--- src/rtl/fetch_pkg.sv ---
// Shared types and default widths for the instruction fetch stage.
package fetch_pkg;

    localparam int DEF_ADDRESS_WIDTH = 8;
    localparam int DEF_INSTR_WIDTH   = 32;

    typedef enum logic [1:0] {
        REQ  = 2'd0,
        WAIT = 2'd1,
        HOLD = 2'd2
    } fetch_state_t;

    // True while the stage is still waiting on instruction memory.
    function automatic logic fetch_busy(input fetch_state_t s);
        return (s == REQ) || (s == WAIT);
    endfunction

endpackage

--- src/rtl/fetch_stall_counter.sv ---
// Saturating 16-bit count of cycles the fetch stage spends stalled on memory.
module fetch_stall_counter (
    input  logic        clk,
    input  logic        rst_n,
    input  logic        stall,
    output logic [15:0] count
);

    always_ff @(posedge clk or negedge rst_n) begin
        if (!rst_n) begin
            count <= 16'h0000;
        end else if (stall && (count != 16'hFFFF)) begin
            count <= count + 16'h0001;
        end
    end

endmodule

--- src/rtl/fetch_stage.sv ---
// Single-outstanding instruction fetch: request -> wait for word -> hold for decode.
// Define FETCH_STALL_CNT_EN to add the stall_cycles output and its counter.
module fetch_stage
    import fetch_pkg::*;
#(
    parameter int ADDRESS_WIDTH = DEF_ADDRESS_WIDTH,
    parameter int INSTR_WIDTH   = DEF_INSTR_WIDTH
) (
    input  logic                     clk,
    input  logic                     rst_n,
    input  logic [ADDRESS_WIDTH-1:0] pc_in,
    output logic                     pc_advance,
    input  logic                     flush,
    output logic                     imem_req_valid,
    input  logic                     imem_req_ready,
    output logic [ADDRESS_WIDTH-1:0] imem_req_addr,
    input  logic                     imem_rsp_valid,
    input  logic [INSTR_WIDTH-1:0]   imem_rsp_data,
    output logic                     instr_valid,
    input  logic                     instr_ready,
    output logic [INSTR_WIDTH-1:0]   instr_out,
    output logic [ADDRESS_WIDTH-1:0] instr_pc
`ifdef FETCH_STALL_CNT_EN
    ,
    output logic [15:0]              stall_cycles
`endif
);

    fetch_state_t             state, state_nxt;
    logic [ADDRESS_WIDTH-1:0] req_pc;
    logic                     fresh, fresh_nxt;
    logic                     drop_pending, drop_nxt;
    logic                     rsp_take;

    // While fresh, the address follows pc_in so a request can issue on the
    // entry cycle; it is frozen into req_pc once the request is presented.
    assign imem_req_addr = (fresh && rst_n) ? pc_in : req_pc;

    always_comb begin
        state_nxt      = state;
        fresh_nxt      = fresh;
        drop_nxt       = drop_pending;
        imem_req_valid = 1'b0;
        pc_advance     = 1'b0;
        rsp_take       = 1'b0;

        if (drop_pending && imem_rsp_valid) drop_nxt = 1'b0;

        unique case (state)
            REQ: begin
                imem_req_valid = rst_n && !drop_pending;
                if (imem_req_valid) fresh_nxt = 1'b0;
                if (imem_req_valid && imem_req_ready) state_nxt = WAIT;
            end
            WAIT: begin
                if (imem_rsp_valid) begin
                    rsp_take  = 1'b1;
                    state_nxt = HOLD;
                end
            end
            HOLD: begin
                if (instr_ready) begin
                    pc_advance = 1'b1;
                    fresh_nxt  = 1'b1;
                    state_nxt  = REQ;
                end
            end
            default: state_nxt = REQ;
        endcase

        // A redirect abandons the fetch; a request already accepted by memory
        // leaves one response in flight that must be swallowed later.
        if (flush) begin
            pc_advance = 1'b1;
            fresh_nxt  = 1'b1;
            rsp_take   = 1'b0;
            state_nxt  = REQ;
            if ((state == WAIT && !imem_rsp_valid) ||
                (state == REQ && imem_req_valid && imem_req_ready))
                drop_nxt = 1'b1;
        end

        pc_advance = pc_advance && rst_n;
    end

    always_ff @(posedge clk or negedge rst_n) begin
        if (!rst_n) begin
            state        <= REQ;
            req_pc       <= '0;
            fresh        <= 1'b1;
            drop_pending <= 1'b0;
            instr_valid  <= 1'b0;
            instr_out    <= '0;
            instr_pc     <= '0;
        end else begin
            state        <= state_nxt;
            fresh        <= fresh_nxt;
            drop_pending <= drop_nxt;
            if (state == REQ && fresh) req_pc <= pc_in;
            if (rsp_take) begin
                instr_out   <= imem_rsp_data;
                instr_pc    <= req_pc;
                instr_valid <= 1'b1;
            end else if (state == HOLD && (flush || instr_ready)) begin
                instr_valid <= 1'b0;
            end
        end
    end

`ifdef FETCH_STALL_CNT_EN
    fetch_stall_counter u_stall_cnt (
        .clk   (clk),
        .rst_n (rst_n),
        .stall (fetch_busy(state) && !imem_req_ready),
        .count (stall_cycles)
    );
`endif

endmodule

--- config.mk ---
export PLATFORM = sky130hd
export DESIGN_NAME = fetch_stage
export DESIGN_NICKNAME = d
export VERILOG_FILES = /design/src/rtl/fetch_pkg.sv /design/src/rtl/fetch_stall_counter.sv /design/src/rtl/fetch_stage.sv
export SDC_FILE = /design/constraint.sdc
export NUM_CORES = 1
export LEC_CHECK = 0
export BUFFER_PORTS_ARGS = -buffer_cell sky130_fd_sc_hd__buf_2
export CAP_MARGIN = 5
export CORE_MARGIN = 5
export CORE_UTILIZATION = 45
export CTS_BUF_LIST = sky130_fd_sc_hd__clkbuf_2
export DETAILED_ROUTE_END_ITERATION = 10
export PLACE_DENSITY = 0.79
export REMOVE_ABC_BUFFERS = 1
export SLEW_MARGIN = 5
export SYNTH_ARGS = -nofsm -noshare
export SYNTH_HDL_FRONTEND = slang
export SYNTH_SLANG_ARGS = --single-unit
--- constraint.sdc ---
create_clock -name clk -period 2.5 [get_ports clk]
set_clock_uncertainty 0.05 [all_clocks]
set_input_delay 0.25 -clock clk [delete_from_list [all_inputs] [get_ports clk]]
set_output_delay 0.25 -clock clk [all_outputs]
set_load 0.01 [all_outputs]
==> impl_metrics.toml, run 1 <==
[status]
status = "complete, no violations"

[finish]
final_cell_mix = "buf_2 (96), dfrtp_1 (52), dlygate4sd3_1 (43), mux2_2 (32), mux2_1 (23)"
fill_cells = 342
final_layout_size_suffix_gt1_frac = 0.504
insertedDiodeCount = 0
final_net_count = 329
fin_util = 0.674
final_common_cell = "buf_2"
syn_to_final_growth_pct = 45.7

[global_routing]
grt_overflow = 0
grt_start_max_net_pins = 55
grt_pass1_vias = 1737
met1_usage = 0.195
grt_util_met3 = 0.0339
grtUsageMet2 = 0.290
antenna_found_initial = 0
grt_pass1_wl_mm = 8.08
grt_usage = 0.165
grt_busiest_layer = "met2"

[drt]
num_vias = 1640
drt_wl_total_mm = 5.20
drc = 0
drtIter0Drc = 38
wire_per_inst_um = 14.8
antenna_left = 0
via_per_inst = 4.67
drtPass1Iterations = 2

[run]
cap_violations = 0

[placed_design]
io_buffers = 96
dp_hpwl_mm = 3.35
gp_congestion = 0.783

[sta]
min_period_ns = 2.10
hold_ws_ns = 0.0562
drv_slew = 0
hold_viol_final = 0
setup_tns_ns = 0
setup_viol = 0
max_freq_mhz = 477
rsz0062_at_grt = "no"
fin_crit_sh = 0.839
slew_headroom = 0.567
worst_slew_pin_slew_ns = 0.649

[die]
initial_utilization = 0.463
dieArea_sq_mm = 0.00635
die_w_um = 79.7
core-area_sq_mm = 0.00472
num_rows = 25
die_h_um = 79.7
pin_count = 97

[setup_path]
r2r-end = "instr_out[23]$_DFFE_PN0P_"
cp-start-kind = "input port"
worstPathRequired_ns = 2.20
crit_arrival_ns = 1.80
path_cells = "dlygate4sd3_1, buf_2, buf_4, nor2b_1, buf_2"
cpMostUsedCell = "buf_2"
ff2ff_setup_slack_ns = 0.90
reg2reg_depth = 4
end_kind = "output port"
worstPathMaxFanout = 54
crit_start = "rst_n"
worstSetupPathType = "in -> out"
slowest_stage = "dlygate4sd3_1"
reg2reg_from = "state[1]$_DFFE_PN0P_"
max_stage_delay_ns = 0.54

[hold_path]
hp-start = "imem_req_ready"
whs_endpoint = "drop_pending$_DFF_PN0_"
holdPathStages = 3
hold_class = "in -> reg"

[cts]
clkSlewWorstSetupHoldPaths_ns = 0.25
clk_path_buf_depth = 2
root_buffer = "clkbuf_2"
numCtsBuffers = 5
cts.htree.levels = 2
cts_tree = "done"
clk-insertion-delay-late_ns = 0.40
cts_sinks = 53

[yosys]
synth.distinct_cells = 23
avgSynthCellArea_sq_um = 15.6
ys_seq_area_frac = 0.607
ys_warn_count = 0
syn_inst = 140
synth_area_sq_mm = 0.00219
ys_seq_elements = 53

[pwr]
vdd_drop_max_mv = 0.267
p_leak_nw = 1.58
power_density_mw_per_mm2 = 734
==> through the flow <==
stage,power (W),setup WS (ns),cells,area (sq um)
after floorplan,0.00161,0.705,134,2120
after global placement,0.00196,0.929,300,2710
after detailed placement,0.00198,0.919,300,2710
after CTS,0.00235,0.340,348,3150
after global routing,0.00249,0.212,351,3180
final,0.00234,0.402,351,3180
==> report_power, final <==
group | switching, W | internal (W) | leakage (nW)
Clock | 0.000253 | 0.0000654 | 0.0287
Combinational | 0.000366 | 0.000423 | 0.904
Sequential | 0.000126 | 0.00110 | 0.648
==> layout make-up <==
cell class,instances,area (sq um),area share
well taps,67,83.8,0.0263
flip-flops and latches,53,1330,0.417
clock buffers,5,25.0,0.00786
clock inverters,3,17.5,0.00550
multi-input cells,79,790,0.248
repair buffers,142,933,0.293
inverters,2,7.51,0.00236
==> how the worst max path moves through the flow <==
stage | end | slack (ns)
2_1_floorplan | instr_out[12]$_DFFE_PN0P_ | 0.70
3_3_place_gp | pc_advance | 0.93
3_5_place_dp | instr_out[19]$_DFFE_PN0P_ | 0.92
4_1_cts | pc_advance | 0.34
5_1_grt | pc_advance | 0.21
6_report | pc_advance | 0.40
==> timing repair <==
action,4_1_cts,5_1_grt
endpoints found under the hold margin,91,3
hold buffers,40,3
setup buffers,0,0
gates resized for setup,0,0
==> synthesized netlist by cell type (all sizes together) <==
cell	n	area, sq um
mux2	56	634
nand2b	1	6.26
nand2	1	3.75
a31oi	3	18.8
a211o	1	8.76
nor3	1	5.00
dfstp	1	26.3
clkbuf	1	5.00
o21bai	1	7.51
buf	5	56.3
nor2b	4	25.0
o21ai	1	5.00
and2	2	12.5
and2b	1	7.51
nor2	3	18.8
dfrtp	52	1300
nand4	1	6.26
inv	2	7.51
a21oi	2	10.0
nand3b	1	20.0
==> routing by layer <==
| layer | vias up | wire length [um] |
|---|---|---|
| li1 | 786 | - |
| met1 | 781 | 2090 |
| met2 | 62 | 2580 |
| met3 | 11 | 418 |
| met4 | 0 | 114 |
| met5 | - | 0 |
==> registers in the layout, summed over array words and instances (netlist names) <==
signal        cells
req_pc            8
instr_valid       1
instr_out        32
fresh             1
state             2
instr_pc          8
drop_pending      1
==> cells by family (layout without fill, tap and decap cells) <==
family / after synthesis / count (layout) / share of synthesized area
buffers and inverters: 8 / 152 / 0.0315
multiplexers: 56 / 56 / 0.290
AO/OA/AOI/OAI: 8 / 8 / 0.0229
flip-flops: 53 / 53 / 0.607
AND/OR/NAND/NOR: 15 / 15 / 0.0481
==> worst max-delay path: cells and delay by family <==
kind,cells,cell delay [ns]
buf+inv,4,1.33
simple gates,1,0.20
Power figures use the tool's default switching activity.
==> run 2, diff against run 1 <==
--- a/config.mk
+++ b/config.mk
@@ -5,13 +5,14 @@
 export SDC_FILE = /design/constraint.sdc
 export NUM_CORES = 1
 export LEC_CHECK = 0
+export ABC_AREA = 1
 export BUFFER_PORTS_ARGS = -buffer_cell sky130_fd_sc_hd__buf_2
 export CAP_MARGIN = 5
 export CORE_MARGIN = 5
 export CORE_UTILIZATION = 45
 export CTS_BUF_LIST = sky130_fd_sc_hd__clkbuf_2
 export DETAILED_ROUTE_END_ITERATION = 10
-export PLACE_DENSITY = 0.79
+export PLACE_DENSITY = 0.8
 export REMOVE_ABC_BUFFERS = 1
 export SLEW_MARGIN = 5
 export SYNTH_ARGS = -nofsm -noshare
==> constraint.sdc (replaced) <==
create_clock -name clk -period 1.85 [get_ports clk]
set_clock_uncertainty 0.05 [all_clocks]
set_input_delay 0.185 -clock clk [delete_from_list [all_inputs] [get_ports clk]]
set_output_delay 0.185 -clock clk [all_outputs]
set_load 0.01 [all_outputs]
==> run 2 against run 1 <==
  * Clock power grew 79%
  * Total power grew 89%
  * Critical endpoint is now drop_pending$_DFF_PN0_
  * Via count grew 33%
  * Clock-buffer cell count is the same
  * Largest power group unchanged
  * Non-clock buffer count grew 8
  * First-iteration DRC count grew 150%
==> impl_metrics.toml, run 2 <==
[pwr]
vdd_drop_max_mv = 0.612
power_density_mw_per_mm2 = 1240
p_leak_nw = 2.02

[setup_path]
path_cells = "dlygate4sd3_1, buf_2, buf_12, nand2_1, inv_1, nand3_1, nand2_1, nand2_1, dlygate4sd3_1, nand2_1"
worstPathRequired_ns = 2.19
slowest_stage = "dlygate4sd3_1"
crit_arrival_ns = 2.13
max_stage_delay_ns = 0.55
end_kind = "flip-flop"
cp-start-kind = "input port"
worstSetupPathType = "in -> reg"
cpMostUsedCell = "nand2_1"
worstPathMaxFanout = 15

[yosys]
ys_warn_count = 0
ys.flop_type = "dfrtp_1"
yosys-mux-area-fraction = 0
synth-simple-area-share = 0.146
syn_inst = 268
synth_area_sq_mm = 0.00248
ys_seq_elements = 53
synthTopCellsByCount = "nand2_1 (74), inv_1 (57), dfrtp_1 (52)"
synth_compound_area_frac = 0.190
ys_seq_area_frac = 0.535
ys_async_sr_fraction = 1.00
avgSynthCellArea_sq_um = 9.26
synth_area_leader_cell = "dfrtp_1"
synth_top_family_by_area = "compound AO/OA/AOI/OAI gates"
yosys-top-cells-area = "dfrtp_1 (52%), o21ai_2 (17%), nand2_1 (11%)"
yosysTopAreaCellShare = 0.524
synthAdderAreaFrac = 0
synth_edf_count = 0
yosysMostFrequentCell = "nand2_1"
synth.distinct_cells = 14
synth_xor_area_frac = 0

[finish]
syn_to_final_growth_pct = 44.3
largest_reg_flops = 32
final_layout_size_suffix_gt1_frac = 0.399
largestRegisters = "instr_out x32, instr_pc x8, req_pc x8"
final_common_cell = "buf_2"
regArea_sq_mm = 0.00133
layout.cells.non_filler = 488
final_net_count = 461
fill_cells = 455
final_cell_mix = "buf_2 (96), nand2_1 (73), inv_1 (57), dfrtp_1 (52), o21ai_2 (48)"
stdcell_area_sq_mm = 0.00358
largest-register = "instr_out"
insertedDiodeCount = 0
multi_input_area_sq_um = 842

[cts]
cts_tree = "done"
cts.htree.levels = 2
clk_path_buf_depth = 2
clk-insertion-delay-late_ns = 0.42
root_buffer = "clkbuf_2"
cts_sinks = 53
clkSlewWorstSetupHoldPaths_ns = 0.27
numCtsBuffers = 5

[die]
initial_utilization = 0.456
die_h_um = 84.3
core-area_sq_mm = 0.00544
die_w_um = 84.3
pin_count = 97
dieArea_sq_mm = 0.00710
num_rows = 27

[drt]
via_per_inst = 4.46
drt_wl_total_mm = 5.96
drtIter0Drc = 94
drc = 0
antenna_left = 0
drtPass1Iterations = 4
num_vias = 2176
wire_per_inst_um = 12.2

[sta]
hold_viol_final = 0
setup_viol = 0
fin_crit_sh = 0.966
min_period_ns = 1.79
max_freq_mhz = 559
drv_slew = 0
worst_slew_pin_slew_ns = 0.375
rsz0062_at_grt = "yes"
slew_headroom = 0.749

[global_routing]
grt_pass1_vias = 2114
grt_start_max_net_pins = 43
grt_usage = 0.172
grt_pass1_wl_mm = 10.0
antenna_found_initial = 0
grt_overflow = 0

[run]
cap_violations = 0

[placed_design]
io_buffers = 96
dp_hpwl_mm = 3.80
place_area_sq_mm = 0.00301
gp_congestion = 0.775
dpl.cell_count = 431

[hold_path]
hold_class = "in -> async"

[status]
status = "complete, no violations"
run 2: changes by cell type in the layout (fill, tap and decap cells not counted), sizes merged, moves of 3 or more:
cell         previous run  this run
nor2b                   4         0
a31oi                   3         0
buf                    99       104
mux2                   56         0
nor2                    3        10
inv                     2        58
o21ai                   1        58
nand3                   0         4
nand2                   1        75
dlygate4sd3            43        46
run 2: layout make-up:
cell class	instances	share of cell area
timing repair buffer	150	0.290
clock buffer	5	0.00699
inverter	58	0.0608
clock inverter	3	0.0115
sequential	53	0.371
multi-input combinational	147	0.235
tap	72	0.0251
run 2: path summary, 6_finish.rpt:
path | slack [ns] | start | to | depth (start not counted)
setup / recovery | 0.06 | rst_n | drop_pending$_DFF_PN0_ | 10
hold / removal | 0.25 | rst_n | state[1]$_DFFE_PN0P_ | 3
setup reg to reg | 0.12 | state[0]$_DFFE_PN0P_ | drop_pending$_DFF_PN0_ | 6
hold reg to reg | 0.46 | instr_out[16]$_DFFE_PN0P_ | instr_out[16]$_DFFE_PN0P_ | 2
max in group asynchronous | 1.16 | rst_n | instr_pc[2]$_DFFE_PN0P_ | 3
min in group clk | 0.46 | instr_out[16]$_DFFE_PN0P_ | instr_out[16]$_DFFE_PN0P_ | 2
run 2: timing repair:
item / 4_1_cts / 5_1_grt
setup buffers: 0 / 3
endpoints found under the hold margin: 96 / 0
hold buffers: 46 / 0
endpoints found under the setup margin: 8 / 9
gates cloned: 0 / 0
gates resized for setup: 2 / 5
run 2: logic make-up (layout without fill, tap and decap cells):
logic type | Yosys count | count (layout)
AO/OA/AOI/OAI | 58 | 58
buffers and inverters | 68 | 216
flip-flops | 53 | 53
AND/OR/NAND/NOR | 89 | 89
run 2: metal layers:
layer  global-route usage  share of wire  up-vias
met2                0.301           0.51       69
met5                    0              0        -
li1                     -              -     1104
met4               0.0424          0.015        0
met3               0.0530          0.073       10
met1                0.207           0.41      993
run 2: power breakdown:
group | switching [W] | total, W | internal [W]
Sequential | 0.000287 | 0.00195 | 0.00166
Clock | 0.000348 | 0.000571 | 0.000223
Combinational | 0.00104 | 0.00190 | 0.000858
run 2: worst max-delay path: cells and delay by family:
kind / cells / cell delay (ns)
buf+inv: 5 / 1.54
simple gates: 5 / 0.40
run 2: per-stage QoR:
stage | hold WS [ns] | TNS, ns | setup WS, ns | util | power (W)
3_3_place_gp | 0.176 | 0 | 0.411 | 0.553 | 0.00372
5_1_grt | 0.201 | -0.132 | -0.0442 | 0.659 | 0.00478
2_1_floorplan | -0.161 | 0 | 0.156 | - | 0.00303
6_report | 0.248 | 0 | 0.0626 | 0.659 | 0.00443
4_1_cts | 0.223 | 0 | 0.0388 | 0.652 | 0.00446
3_5_place_dp | 0.175 | 0 | 0.363 | 0.553 | 0.00380
